[src/rtl/chip_eval_sequencer.sv]
// chip_eval_sequencer: runs one chip evaluation. It holds the chip in reset,
// releases it and pulses kernel_start. It then deserializes one selected
// serial stream (MSB first) into words. Captured words are buffered in a FIFO
// that is read over a valid/ready port.
//
// Ports:
//   clk, rst            - system clock, synchronous active-high reset
//   cmd_start           - run request (IDLE only)
//   cmd_stream_sel      - stream to capture (0..4, 5..7 = none)
//   cmd_bypass_adc      - value for bypass_adc_eval during the run
//   chip_eval_done      - chip completion level
//   chip_serial_data    - per-stream serial bits
//   chip_serial_valid   - per-stream bit strobes
//   sys_rst_n           - chip reset (active low)
//   kernel_start        - chip kernel start pulse
//   bypass_adc_eval     - chip ADC bypass control
//   word_data/valid     - FIFO head word / FIFO non-empty
//   word_ready          - consumer accepts head word
//   busy                - run in progress
//   done/timeout        - sticky run termination cause
//   overflow            - sticky, a word was dropped on a full FIFO
//   partial             - sticky, run ended with an incomplete word
module chip_eval_sequencer #(
    parameter int unsigned RST_CYCLES     = 16,
    parameter int unsigned WORD_W         = 16,
    parameter int unsigned FIFO_DEPTH     = 8,
    parameter int unsigned TIMEOUT_CYCLES = 1048576
) (
    input  logic              clk,
    input  logic              rst,
    input  logic              cmd_start,
    input  logic [2:0]        cmd_stream_sel,
    input  logic              cmd_bypass_adc,
    input  logic              chip_eval_done,
    input  logic [4:0]        chip_serial_data,
    input  logic [4:0]        chip_serial_valid,
    output logic              sys_rst_n,
    output logic              kernel_start,
    output logic              bypass_adc_eval,
    output logic [WORD_W-1:0] word_data,
    output logic              word_valid,
    input  logic              word_ready,
    output logic              busy,
    output logic              done,
    output logic              timeout,
    output logic              overflow,
    output logic              partial
);

    localparam int unsigned RW = (RST_CYCLES > 1) ? $clog2(RST_CYCLES) : 1;
    localparam int unsigned BW = $clog2(WORD_W);
    localparam int unsigned AW = $clog2(FIFO_DEPTH);
    localparam int unsigned CW = $clog2(FIFO_DEPTH + 1);
    localparam int unsigned TW = $clog2(TIMEOUT_CYCLES + 1);

    localparam logic [1:0] ST_IDLE  = 2'd0;
    localparam logic [1:0] ST_RESET = 2'd1;
    localparam logic [1:0] ST_START = 2'd2;
    localparam logic [1:0] ST_RUN   = 2'd3;

    logic [1:0]        state_q, state_d;
    logic [RW-1:0]     rst_cnt_q, rst_cnt_d;
    logic [TW-1:0]     to_cnt_q, to_cnt_d;
    logic [2:0]        sel_q, sel_d;
    logic [WORD_W-1:0] shreg_q, shreg_d;
    logic [BW-1:0]     bit_cnt_q, bit_cnt_d;
    logic [WORD_W-1:0] mem_q [FIFO_DEPTH];
    logic [WORD_W-1:0] mem_d [FIFO_DEPTH];
    logic [AW-1:0]     rd_ptr_q, rd_ptr_d;
    logic [AW-1:0]     wr_ptr_q, wr_ptr_d;
    logic [CW-1:0]     fifo_cnt_q, fifo_cnt_d;

    logic              sys_rst_n_q, sys_rst_n_d;
    logic              kernel_start_q, kernel_start_d;
    logic              bypass_q, bypass_d;
    logic [WORD_W-1:0] word_data_q, word_data_d;
    logic              word_valid_q, word_valid_d;
    logic              busy_q, busy_d;
    logic              done_q, done_d;
    logic              timeout_q, timeout_d;
    logic              overflow_q, overflow_d;
    logic              partial_q, partial_d;

    logic              bit_valid, bit_data;
    logic              flush, push, push_ok, pop;
    logic [WORD_W-1:0] push_word;

    // Selected stream; selections 5..7 never present a bit.
    always_comb begin
        bit_valid = 1'b0;
        bit_data  = 1'b0;
        case (sel_q)
            3'd0: begin bit_valid = chip_serial_valid[0]; bit_data = chip_serial_data[0]; end
            3'd1: begin bit_valid = chip_serial_valid[1]; bit_data = chip_serial_data[1]; end
            3'd2: begin bit_valid = chip_serial_valid[2]; bit_data = chip_serial_data[2]; end
            3'd3: begin bit_valid = chip_serial_valid[3]; bit_data = chip_serial_data[3]; end
            3'd4: begin bit_valid = chip_serial_valid[4]; bit_data = chip_serial_data[4]; end
            default: ;
        endcase
    end

    // Sequencer, deserializer and FIFO next-state logic.
    always_comb begin
        state_d        = state_q;
        rst_cnt_d      = rst_cnt_q;
        to_cnt_d       = to_cnt_q;
        sel_d          = sel_q;
        shreg_d        = shreg_q;
        bit_cnt_d      = bit_cnt_q;
        mem_d          = mem_q;
        rd_ptr_d       = rd_ptr_q;
        wr_ptr_d       = wr_ptr_q;
        fifo_cnt_d     = fifo_cnt_q;
        sys_rst_n_d    = sys_rst_n_q;
        kernel_start_d = kernel_start_q;
        bypass_d       = bypass_q;
        busy_d         = busy_q;
        done_d         = done_q;
        timeout_d      = timeout_q;
        overflow_d     = overflow_q;
        partial_d      = partial_q;
        flush          = 1'b0;
        push           = 1'b0;
        push_ok        = 1'b0;
        push_word      = '0;

        case (state_q)
            ST_IDLE: begin
                if (cmd_start) begin
                    state_d     = ST_RESET;
                    sel_d       = cmd_stream_sel;
                    bypass_d    = cmd_bypass_adc;
                    done_d      = 1'b0;
                    timeout_d   = 1'b0;
                    overflow_d  = 1'b0;
                    partial_d   = 1'b0;
                    flush       = 1'b1;
                    shreg_d     = '0;
                    bit_cnt_d   = '0;
                    rst_cnt_d   = '0;
                    sys_rst_n_d = 1'b0;
                    busy_d      = 1'b1;
                end
            end
            ST_RESET: begin
                // The release and the start pulse are registered on the last
                // reset cycle so they appear together in the START cycle.
                sys_rst_n_d = 1'b0;
                if (rst_cnt_q == RW'(RST_CYCLES - 1)) begin
                    state_d        = ST_START;
                    sys_rst_n_d    = 1'b1;
                    kernel_start_d = 1'b1;
                end else begin
                    rst_cnt_d = rst_cnt_q + RW'(1);
                end
            end
            ST_START: begin
                state_d        = ST_RUN;
                kernel_start_d = 1'b0;
                to_cnt_d       = '0;
            end
            default: begin
                to_cnt_d = to_cnt_q + TW'(1);
                if (bit_valid) begin
                    shreg_d = {shreg_q[WORD_W-2:0], bit_data};
                    if (bit_cnt_q == BW'(WORD_W - 1)) begin
                        push      = 1'b1;
                        push_word = {shreg_q[WORD_W-2:0], bit_data};
                        bit_cnt_d = '0;
                    end else begin
                        bit_cnt_d = bit_cnt_q + BW'(1);
                    end
                end
                // A bit sampled with the terminating condition is counted
                // before the leftover check.
                if (chip_eval_done || (to_cnt_q == TW'(TIMEOUT_CYCLES))) begin
                    state_d = ST_IDLE;
                    busy_d  = 1'b0;
                    if (chip_eval_done) begin
                        done_d = 1'b1;
                    end else begin
                        timeout_d = 1'b1;
                    end
                    if (bit_cnt_d != '0) begin
                        partial_d = 1'b1;
                    end
                    bit_cnt_d = '0;
                    shreg_d   = '0;
                end
            end
        endcase

        pop = word_valid_q && word_ready && !flush;

        if (flush) begin
            rd_ptr_d   = '0;
            wr_ptr_d   = '0;
            fifo_cnt_d = '0;
        end else begin
            if (push) begin
                // A pop in the same cycle frees the slot for a full FIFO.
                if ((fifo_cnt_q != CW'(FIFO_DEPTH)) || pop) begin
                    push_ok         = 1'b1;
                    mem_d[wr_ptr_q] = push_word;
                    wr_ptr_d        = wr_ptr_q + AW'(1);
                end else begin
                    overflow_d = 1'b1;
                end
            end
            if (pop) begin
                rd_ptr_d = rd_ptr_q + AW'(1);
            end
            case ({push_ok, pop})
                2'b10:   fifo_cnt_d = fifo_cnt_q + CW'(1);
                2'b01:   fifo_cnt_d = fifo_cnt_q - CW'(1);
                default: fifo_cnt_d = fifo_cnt_q;
            endcase
        end

        word_valid_d = (fifo_cnt_d != '0);
        word_data_d  = word_valid_d ? mem_d[rd_ptr_d] : '0;
    end

    // Control and status registers.
    always_ff @(posedge clk) begin
        if (rst) begin
            state_q        <= ST_IDLE;
            rst_cnt_q      <= '0;
            to_cnt_q       <= '0;
            sel_q          <= '0;
            shreg_q        <= '0;
            bit_cnt_q      <= '0;
            rd_ptr_q       <= '0;
            wr_ptr_q       <= '0;
            fifo_cnt_q     <= '0;
            sys_rst_n_q    <= 1'b0;
            kernel_start_q <= 1'b0;
            bypass_q       <= 1'b0;
            word_data_q    <= '0;
            word_valid_q   <= 1'b0;
            busy_q         <= 1'b0;
            done_q         <= 1'b0;
            timeout_q      <= 1'b0;
            overflow_q     <= 1'b0;
            partial_q      <= 1'b0;
        end else begin
            state_q        <= state_d;
            rst_cnt_q      <= rst_cnt_d;
            to_cnt_q       <= to_cnt_d;
            sel_q          <= sel_d;
            shreg_q        <= shreg_d;
            bit_cnt_q      <= bit_cnt_d;
            rd_ptr_q       <= rd_ptr_d;
            wr_ptr_q       <= wr_ptr_d;
            fifo_cnt_q     <= fifo_cnt_d;
            sys_rst_n_q    <= sys_rst_n_d;
            kernel_start_q <= kernel_start_d;
            bypass_q       <= bypass_d;
            word_data_q    <= word_data_d;
            word_valid_q   <= word_valid_d;
            busy_q         <= busy_d;
            done_q         <= done_d;
            timeout_q      <= timeout_d;
            overflow_q     <= overflow_d;
            partial_q      <= partial_d;
        end
    end

    // Word storage needs no reset: the count gates every read.
    always_ff @(posedge clk) begin
        mem_q <= mem_d;
    end

    assign sys_rst_n       = sys_rst_n_q;
    assign kernel_start    = kernel_start_q;
    assign bypass_adc_eval = bypass_q;
    assign word_data       = word_data_q;
    assign word_valid      = word_valid_q;
    assign busy            = busy_q;
    assign done            = done_q;
    assign timeout         = timeout_q;
    assign overflow        = overflow_q;
    assign partial         = partial_q;

endmodule
[config.mk]
export PLATFORM = sky130hd
export DESIGN_NAME = chip_eval_sequencer
export DESIGN_NICKNAME = d
export VERILOG_FILES = /design/src/rtl/chip_eval_sequencer.sv
export SDC_FILE = /design/constraint.sdc
export NUM_CORES = 1
export LEC_CHECK = 0
export ABC_AREA = 1
export CORE_MARGIN = 2
export CORE_UTILIZATION = 55
export CTS_BUF_LIST = sky130_fd_sc_hd__clkbuf_8
export DETAILED_ROUTE_END_ITERATION = 10
export PLACE_DENSITY = 0.73
export SLEW_MARGIN = 20
export SYNTH_ARGS = -nofsm -noshare
export SYNTH_HDL_FRONTEND = slang
export SYNTH_SLANG_ARGS = --single-unit
[constraint.sdc]
create_clock -name clk -period 3.3 [get_ports clk]
set_input_delay 0.495 -clock clk [delete_from_list [all_inputs] [get_ports clk]]
set_output_delay 0.495 -clock clk [all_outputs]
set_load 0.02 [all_outputs]
==> flow_metrics.py <==
metrics = {
    "timing": {
        "fmax_ghz": 0.3306,
        "drv_slew": 0,
        "setup_viol": 0,
        "post-route-period-util_pct": 91.65,
        "finalHoldViolations": 0,
        "whs_ps": 441.5,
        "max_slew.worst_pin.slew_ps": 633.2,
        "min_period_ps": 3024,
        "relSlewSlack_pct": 57.68,
        "finClkSkew_ps": 39.11,
    },
    "grt": {
        "antenna_found_initial": 0,
        "grtUsageTotal_pct": 28.73,
        "grt_max_degree": 46,
        "grt_pass1_vias": 8691,
        "grt_pass1_wl_mm": 42.97,
        "grt.overflow.total": 0,
    },
    "worst_setup_path": {
        "end_kind": "flip-flop",
        "crit_chain": "inv_1 > ha_1 > nand2_4 > nand3_2 > nand2_4 > nand4_4 > ha_1 > nand2_1 > inv_1 > nor2_1 > buf_4 > ha_1 > a21oi_1 > a21oi_1 > o21ai_0 > nand2_1 > inv_1 > nor3_2 > o21ai_4 > buf_12 > nand2_1 > nor2_1",
        "critPathMaxFanout": 17,
        "cp.required_ps": 3710,
        "slowest_delay_ps": 380,
        "crit_family": "simple AND/OR/NAND/NOR gates",
        "worstPathArrival_ps": 3430,
        "cpMaxStageDelayCell": "dfxtp_1",
        "cp.buffers_inverters": 5,
        "critPathLaunchType": "flip-flop",
        "crit_type": "flip-flop to flip-flop",
    },
    "floorplanning": {
        "io_pins": 44,
        "rows": 48,
        "die_h_um": 137.4,
        "dieArea_um2": 18880,
        "start_util_pct": 56.41,
        "die_w_um": 137.4,
        "core_um2": 17360,
    },
    "pwr": {
        "p_seq_share_pct": 44.1,
        "p_leak_uw": 0.005311,
        "ir_drop_uv": 434.4,
        "clkPwrFrac_pct": 39.0,
        "switching_share_pct": 29.91,
        "combinationalPowerShare_pct": 16.9,
        "p_per_area_nw_per_um2": 540.7,
        "p_int_uw": 4279,
        "p_switching_uw": 1826,
    },
    "clocking": {
        "clk_latency_ps": 540,
        "htree_levels": 2,
        "cts_hold_buf": 0,
        "clock_path_buffers": 3,
        "cts_tree": "done",
        "cts.root.buffer_cell": "clkbuf_8",
        "cts_buffers": 37,
        "clk_pin_slew_ps": 60,
        "cts.sinks": 212,
    },
    "detailed_routing": {
        "drtIter0Drc": 870,
        "via_count": 9484,
        "wl_mm": 26.52,
        "wl_per_cell_um": 15.43,
        "viasPerCell": 5.517,
        "ant_nets": 0,
        "firstDrtPassIters": 6,
        "remaining_drc_errors": 0,
    },
    "run_status": {
        "status": "completed",
    },
    "final_layout": {
        "fin_cells": 1719,
        "final_util_pct": 65.06,
        "post_route_cells_drive_above_1_share_pct": 8.835,
        "diodes": 0,
        "multi_input_area_um2": 4826,
        "final_cell_area_um2": 11290,
        "area_delta_synth_final_pct": 15.34,
        "seq_area_um2": 4244,
        "num-fill-cells": 1591,
        "num-nets-final": 1503,
    },
    "synth": {
        "synth_ff_type": "dfxtp_1",
        "synthCells": 1422,
        "yosysWarnings": 0,
        "synthArstFlopShare_pct": 0,
        "synth_area_leaders": "dfxtp_1, nand2_1, nand3_1",
        "yosysMostFrequentCell": "nand2_1",
        "synthTopCellsByCount": "nand2_1, nand3_1, dfxtp_1, nor2_1, inv_1",
        "syn_area_per_cell_um2": 6.885,
        "synth_nets": 1455,
        "synth_top_area_cell": "dfxtp_1",
        "synth-edff-count": 0,
        "ys_seq_elements": 212,
        "ys_types": 39,
        "synth-seq-area-share_pct": 43.35,
        "syn_area_um2": 9791,
        "synth_top_area_share_pct": 43.35,
    },
    "placed_design": {
        "io_buffers": 43,
        "place_area_um2": 10530,
        "hpwl_mm": 17.74,
        "dp_cells": 1655,
        "gp_congestion": 0.9109,
    },
    "job": {
        "maxCapViolations": 0,
    },
    "worst_hold_path": {
        "hold_path_class": "flip-flop to flip-flop",
    },
}
[metal layers]
metal	global-route usage [%]	vias up	part of all wire (%)
li1	-	4742	-
met1	38.71	4303	44
met2	45.25	367	45
met3	5.887	72	8.1
met4	11.23	0	2.9
met5	0	-	0
[flip-flops by register name, indices dropped and copies added (netlist names)]
name	cells
timeout	1
partial	1
busy	1
wr_ptr_q	3
bypass_adc_eval	1
done	1
rd_ptr_q	3
mem_q	128
fifo_cnt_q	4
bit_cnt_q	4
overflow	1
kernel_start	1
to_cnt_q	21
sel_q	3
sys_rst_n	1
word_data	16
shreg_q	15
rst_cnt_q	4
state_q	2
word_valid	1
[worst reg2reg max path: cells and delay by family, from the launching register on]
family / cells / cell delay [ps]
AND/OR/NAND/NOR: 10 / 990
adder cells (fa/ha/maj): 3 / 690
buffers and inverters: 5 / 480
AO/OA/AOI/OAI: 4 / 380
flip-flops: 1 / 380
[final timing paths]
path	from	to	slack, ps	cells past startpoint
max	state_q[0]$_SDFFE_PP0P_	word_data[0]$_SDFF_PP0_	280	22
min	mem_q[9]$_DFF_P_	mem_q[9]$_DFF_P_	440	2
max reg2reg	state_q[0]$_SDFFE_PP0P_	word_data[0]$_SDFF_PP0_	280	22
min reg2reg	mem_q[9]$_DFF_P_	mem_q[9]$_DFF_P_	440	2
[layout make-up]
type	instances	area share [%]
Sequential cell	212	37.58
Clock buffer	43	5.241
Inverter	106	3.524
Tap cell	225	2.493
Timing Repair Buffer	87	7.180
Multi-Input combinational cell	1026	42.74
Clock inverter	20	1.241
[power groups by stage]
| stage | clock [uW] | sequential [uW] | combinational (uW) |
|---|---|---|---|
| after floorplan | 0 | 2770 | 655 |
| after global placement | 0 | 2740 | 1010 |
| after detailed placement | 0 | 2750 | 1010 |
| after CTS | 2430 | 2690 | 1020 |
| after global routing | 2550 | 2700 | 1130 |
| final | 2380 | 2690 | 1030 |
[per-stage QoR]
| stage | TNS, ps | setup slack [ps] | power, uW |
|---|---|---|---|
| 4_1_cts | 0 | 129.5 | 6142 |
| 2_1_floorplan | 0 | 426.9 | 3421 |
| 5_1_grt | -50.85 | -22.87 | 6381 |
| 3_3_place_gp | -734.4 | -56.57 | 3753 |
| 3_5_place_dp | -2485 | -198.5 | 3760 |
| 6_report | 0 | 275.5 | 6105 |
[cells in the final DEF, fill, tap and decap left out, types with 3 or more instances in the layout]
cell / n
nand2_1: 436
nand3_1: 289
dfxtp_1: 212
inv_1: 116
nor2_1: 110
a21oi_1: 53
clkbuf_8: 43
clkdlybuf4s50_1: 43
buf_4: 40
nand4_1: 31
o21ai_0: 28
ha_1: 14
nor3_1: 7
nor2_4: 6
nor2_2: 5
o21ai_2: 5
xor2_1: 5
nor3_2: 4
o21ai_1: 4
clkinv_2: 4
buf_12: 4
nand2_2: 3
nand3_2: 3
nor4_1: 3
[cells by family after synthesis]
logic type,synth area share [%]
and+or+nand+nor,41.34
DFF,43.35
buffers and inverters,7.604
adders and majority gates,1.789
AOI/OAI and AO/OA,5.470
xor gates and xnor gates,0.4473
[timing repair]
action                     4_1_cts  5_1_grt
buffers inserted                 0        1
resized for setup                1        1
hold endpoints to repair         0        0
setup endpoints to repair        1       17
pin swaps                        0        1
(Power assumes the default switching activity.)
